==> src/rtl/button_conditioner_pkg.sv <==
// Shared constants for the five-button conditioner: button indices,
// press priority order and the auto-repeat state encoding.
package button_conditioner_pkg;
  localparam int NUM_BTN = 5;
  localparam int ENTER = 4;
  localparam int LEFT  = 3;
  localparam int RIGHT = 2;
  localparam int UP    = 1;
  localparam int DOWN  = 0;

  // Lowest priority first; a later entry overrides an earlier one.
  localparam logic [NUM_BTN-1:0][2:0] PRIO_LO2HI =
    {3'(ENTER), 3'(LEFT), 3'(RIGHT), 3'(UP), 3'(DOWN)};

  typedef enum logic [1:0] {
    RPT_IDLE,
    RPT_HELD_DELAY,
    RPT_HELD_REPEAT
  } rpt_state_e;

  function automatic logic [NUM_BTN-1:0] arbitrate(input logic [NUM_BTN-1:0] req);
    logic [NUM_BTN-1:0] grant;
    grant = '0;
    for (int i = 0; i < NUM_BTN; i++) begin
      if (req[PRIO_LO2HI[i]]) begin
        grant = '0;
        grant[PRIO_LO2HI[i]] = 1'b1;
      end
    end
    return grant;
  endfunction

  function automatic int max2(input int a, input int b);
    return (a > b) ? a : b;
  endfunction
endpackage

==> src/rtl/button_conditioner_debounce_cell.sv <==
// One button: 2-flop synchronizer, stable-run debounce counter and
// rising-edge detect of the debounced level.
module debounce_cell #(
  parameter int DEBOUNCE_CYCLES = 250000
) (
  input  logic clk,
  input  logic reset,
  input  logic raw,
  output logic level,
  output logic rise
);
  localparam int CW = $clog2(DEBOUNCE_CYCLES);
  localparam logic [CW-1:0] LAST = CW'(DEBOUNCE_CYCLES - 1);

  logic          sync1, sync2, level_d;
  logic [CW-1:0] cnt;

  always_ff @(posedge clk) begin
    if (reset) begin
      sync1   <= 1'b0;
      sync2   <= 1'b0;
      level   <= 1'b0;
      level_d <= 1'b0;
      cnt     <= '0;
    end else begin
      sync1   <= raw;
      sync2   <= sync1;
      level_d <= level;
      if (sync2 == level) begin
        cnt <= '0;
      end else if (cnt == LAST) begin
        cnt   <= '0;
        level <= ~level;
      end else begin
        cnt <= cnt + 1'b1;
      end
    end
  end

  assign rise = level & ~level_d;
endmodule

==> src/rtl/button_conditioner.sv <==
// Five-button conditioner: debounced levels, prioritized single-cycle press
// pulses; up/down auto-repeat compiled in when BTN_AUTOREPEAT_EN is defined.
module button_conditioner
  import button_conditioner_pkg::*;
#(
  parameter int DEBOUNCE_CYCLES = 250000,
  parameter int REPEAT_DELAY    = 25000000,
  parameter int REPEAT_RATE     = 5000000
) (
  input  logic       clk,
  input  logic       reset,
  input  logic       enter_raw,
  input  logic       up_raw,
  input  logic       down_raw,
  input  logic       left_raw,
  input  logic       right_raw,
  output logic       enter,
  output logic       up,
  output logic       down,
  output logic       left,
  output logic       right,
  output logic [4:0] btn_state,
  output logic       any_press
);
  logic [NUM_BTN-1:0] raw, level, rise, rpt, req, pulse_q, state_q, pulse;

  assign raw = {enter_raw, left_raw, right_raw, up_raw, down_raw};

  if (DEBOUNCE_CYCLES < 2 || REPEAT_DELAY < 1 || REPEAT_RATE < 1) begin : g_param_check
    $error("button_conditioner: parameter out of range");
  end

  for (genvar b = 0; b < NUM_BTN; b++) begin : g_cell
    debounce_cell #(.DEBOUNCE_CYCLES(DEBOUNCE_CYCLES)) u_cell (
      .clk   (clk),
      .reset (reset),
      .raw   (raw[b]),
      .level (level[b]),
      .rise  (rise[b])
    );
  end

`ifdef BTN_AUTOREPEAT_EN
  localparam int RW = $clog2(max2(REPEAT_DELAY, REPEAT_RATE) + 1);
  localparam logic [RW-1:0] DELAY_LAST = RW'(REPEAT_DELAY - 1);
  localparam logic [RW-1:0] RATE_LAST  = RW'(REPEAT_RATE - 1);

  for (genvar b = 0; b < NUM_BTN; b++) begin : g_rpt
    if (b == UP || b == DOWN) begin : g_fsm
      rpt_state_e    st, st_n;
      logic [RW-1:0] cnt, cnt_n;
      logic          fire;

      always_ff @(posedge clk) begin
        if (reset) begin
          st  <= RPT_IDLE;
          cnt <= '0;
        end else begin
          st  <= st_n;
          cnt <= cnt_n;
        end
      end

      // Keyed off the unarbitrated rise so a discarded press still arms timing.
      always_comb begin
        st_n  = st;
        cnt_n = cnt;
        fire  = 1'b0;
        case (st)
          RPT_IDLE: begin
            if (rise[b]) begin
              st_n  = RPT_HELD_DELAY;
              cnt_n = '0;
            end
          end
          RPT_HELD_DELAY, RPT_HELD_REPEAT: begin
            if (!level[b]) begin
              st_n  = RPT_IDLE;
              cnt_n = '0;
            end else if (cnt == ((st == RPT_HELD_DELAY) ? DELAY_LAST : RATE_LAST)) begin
              fire  = 1'b1;
              st_n  = RPT_HELD_REPEAT;
              cnt_n = '0;
            end else begin
              cnt_n = cnt + 1'b1;
            end
          end
          default: begin
            st_n  = RPT_IDLE;
            cnt_n = '0;
          end
        endcase
      end

      assign rpt[b] = fire;
    end else begin : g_none
      assign rpt[b] = 1'b0;
    end
  end
`else
  assign rpt = '0;
`endif

  assign req = rise | rpt;

  always_ff @(posedge clk) begin
    if (reset) begin
      pulse_q <= '0;
      state_q <= '0;
    end else begin
      pulse_q <= arbitrate(req);
      state_q <= level;
    end
  end

  // Outputs are forced low for the whole reset cycle, not just after the edge.
  assign pulse     = pulse_q & {NUM_BTN{~reset}};
  assign btn_state = state_q & {NUM_BTN{~reset}};
  assign enter     = pulse[ENTER];
  assign left      = pulse[LEFT];
  assign right     = pulse[RIGHT];
  assign up        = pulse[UP];
  assign down      = pulse[DOWN];
  assign any_press = |pulse;
endmodule

==> config.mk <==
export PLATFORM = sky130hd
export DESIGN_NAME = button_conditioner
export DESIGN_NICKNAME = d
export VERILOG_FILES = /design/src/rtl/button_conditioner_pkg.sv /design/src/rtl/button_conditioner_debounce_cell.sv /design/src/rtl/button_conditioner.sv
export SDC_FILE = /design/constraint.sdc
export NUM_CORES = 1
export LEC_CHECK = 0
export CAP_MARGIN = 10
export CORE_AREA = 2 2 135 124
export CTS_BUF_LIST = sky130_fd_sc_hd__clkbuf_4 sky130_fd_sc_hd__clkbuf_8
export CTS_CLUSTER_SIZE = 16
export DETAILED_ROUTE_END_ITERATION = 10
export DIE_AREA = 0 0 137 126
export DONT_BUFFER_PORTS = 1
export PLACE_DENSITY = 0.47
export SYNTH_ARGS = -nofsm -noshare
export SYNTH_HDL_FRONTEND = slang
export SYNTH_HIERARCHICAL = 1
export SYNTH_SLANG_ARGS = --single-unit
==> constraint.sdc <==
create_clock -name clk -period 1.5 [get_ports clk]
set_input_delay 0.225 -clock clk [delete_from_list [all_inputs] [get_ports clk]]
set_output_delay 0.225 -clock clk [all_outputs]
set_load 0.01 [all_outputs]
==> impl_metrics.ini <==
[global_routing]
use_met1_pct = 17.77
gr-usage-met3_pct = 3.905
grt_remaining_overflow = 0
track_usage_pct = 14.21
use_met2_pct = 22.56
antenna_found_initial = 0
grt_max_degree = 24
grt_most_used_layer = met2
grt_first_pass_wirelength_um = 19410
grt_pass1_vias = 4140

[run]
cap_violations = 0

[worst_hold_path]
hold_path.class = in2reg

[cells_and_area]
nets = 674
area_delta_synth_final_pct = 30.98
drive_gt1_share_pct = 35.85
n_antenna_cell = 0

[timing]
setup_viol = 20
worst_slack_ns = -0.03693
hold_viol = 0
finalCritPeriodShare_pct = 102.5
clock_skew_ns = 0.01246
worstMarginPinSlew_ns = 0.8000
fmax_mhz = 650.6
relSlewSlack_pct = 46.66
drv_slew = 0
period_minus_slack_ns = 1.537
finalSetupTns_ns = -0.2978
rsz0062_at_grt = yes
whs_ns = 0.06004

[yosys]
synthCells = 567
synthesis.area_um2 = 5416
yosysWarnings = 6
syn_area_per_cell_um2 = 9.553
synth_nets = 579
synth_cell_types = 31
yosysTopAreaCell = dfxtp_1
synth_top_area_share_pct = 44.35
synth_area_leaders = dfxtp_1 (44%), nor2_1 (6.7%), xor2_1 (6.5%)
ys_ff_latch = 120
ys_seq_area_share_pct = 44.35

[die]
initial_utilization_pct = 34.16
core_um2 = 15860
die_x_um = 137
std_cell_rows = 44
die_area_um2 = 17260
die_h_um = 126
io_pins = 18

[detailed_routing]
viasPerCell = 4.732
drt_pre_antenna_iters = 4
drtIter0Drc = 163
final_antenna_net_count = 0
wl_um = 11650
wl_per_cell_um = 13.21
vias = 4174
drc_errors = 0

[setup_path]
worst-path-max-fanout = 9
start_kind = flip-flop
crit_chain = nor4b_2 -> nand2_1 -> buf_4 -> o41ai_4 -> buf_6 -> a21oi_1
arrival_ns = 1.85
worstSetupPathType = reg2reg
cp_slowest_cell = dfxtp_2
crit_path_max_incr_delay_ns = 0.34
worstPathRequired_ns = 1.81
endpoint_kind = flip-flop

[outcome]
outcome = complete, but fails checks
violations = negative setup slack

[clocking]
cts_tree = yes
clockRootBuffer = clkbuf_8
cts_made_buffers = 17
clock-sinks = 120
clockBufferDepth = 2
clk_pin_slew_ns = 0.08
worstSkewPairLatency_ns = 0.44
htreeDepth = 4

[power]
ir_drop_v = 0.0005166
leakage_uw = 0.002325
totalPowerFinal_uw = 6360
cellPowerDensity_nw_per_um2 = 896.4

[place]
hpwl_um = 7968
place_congestion = 0.8174
io_buffers = 0
## cells in the final DEF, fill, tap and decap left out, drive strengths merged
cell type,netlist,layout
and2b,3,3
xor2,40,40
dfxtp,120,120
inv,11,12
or4b,10,10
a21oi,11,11
clkinv,0,5
and2,5,5
nand4,30,30
nor2b,38,38
nor3,11,11
nor2,97,97
ha,5,5
mux2,5,5
xnor2,35,35
nor4,15,15
nor3b,2,2
nand2,30,30
o41ai,15,15
bufinv,0,3
and3,5,5
or4,1,1
clkinvlp,0,3
nor4b,11,11
clkbuf,11,20
dlymetal6s4s,0,1
dlygate4sd3,0,8
and4,15,15
nand3,30,30
buf,11,89
## power breakdown
part,total (uW),internal (uW),switching (uW)
Clock,3050,1720,1330
Sequential,3200,3190,7.54
Combinational,110,57.2,52.4
## sequential cells by signal (all words and copies together) (netlist names)
| register | flops |
|---|---|
| g_cell.u_cell/cnt | 90 |
| g_cell.u_cell/level | 5 |
| g_cell.u_cell/level_d | 5 |
| g_cell.u_cell/sync1 | 5 |
| g_cell.u_cell/sync2 | 5 |
| pulse_q | 5 |
| state_q | 5 |
## routing by layer
metal / routed length (um) / up-vias
li1: - / 2170
met1: 5509 / 1967
met2: 5688 / 32
met3: 393 / 5
met4: 61 / 0
met5: 0 / -
## metrics by stage
stage	worst slack (ns)	cell area [um^2]	std cells	utilization (%)
after floorplan	-0.02528	5492	567	-
after global placement	-0.07246	6210	836	39.17
after detailed placement	-0.1080	6210	836	39.17
after CTS	-0.08246	6758	878	42.62
after global routing	-0.1218	7094	882	44.74
final	-0.03693	7094	882	44.74
## critical path, delay by kind of cell, from the launching register on
kind | cells | cell delay, ns
and+or+nand+nor | 2 | 0.42
AOI/OAI and AO/OA | 2 | 0.31
DFF | 1 | 0.34
buffers and inverters | 2 | 0.35
## synthesized netlist by cell type (all sizes together)
master / number
nor3b: 2
o41ai: 15
nand3: 30
buf: 11
or4: 1
dfxtp: 120
nor2b: 38
nor4: 15
inv: 11
nor4b: 11
xor2: 40
nand2: 30
a21oi: 11
nor3: 11
and4: 15
mux2: 5
nand4: 30
xnor2: 35
and3: 5
clkbuf: 11
and2b: 3
or4b: 10
and2: 5
ha: 5
nor2: 97
## final timing paths
check / startpoint / to / slack, ns / depth (start not counted)
min: reset / g_cell[1].u_cell/level / 0.06 / 2
min reg2reg: g_cell[4].u_cell/sync1 / g_cell[4].u_cell/sync2 / 0.44 / 1
max: g_cell[1].u_cell/cnt[11] / g_cell[1].u_cell/cnt[17] / -0.04 / 6
max reg2reg: g_cell[1].u_cell/cnt[11] / g_cell[1].u_cell/cnt[17] / -0.04 / 6
## area by class of cell
type | instances | area, um^2
Clock buffer | 20 | 262.8
Clock inverter | 12 | 150.1
Fill cell | 1566 | 8761
Inverter | 11 | 41.29
Multi-Input combinational cell | 414 | 3136
Sequential cell | 120 | 2459
Tap cell | 207 | 259.0
Timing Repair Buffer | 98 | 787.0
## kinds of logic after synthesis
logic type	synth area share, %
AO/OA/AOI/OAI	5.174
multiplexers	1.039
flip-flops	44.35
AND/OR/NAND/NOR	32.22
adder cells (fa/ha/maj)	1.155
buffers and inverters	3.927
XOR/XNOR	12.13
## repair_timing
action | CTS | global route
setup endpoints to repair | 41 | 77
pin swaps | 1 | 20
setup buffers | 1 | 2
hold buffers | 9 | 0
hold endpoints to repair | 27 | 0
gates cloned | 0 | 2
resized for setup | 10 | 96
No activity file was read; power rests on OpenSTA's default activity.
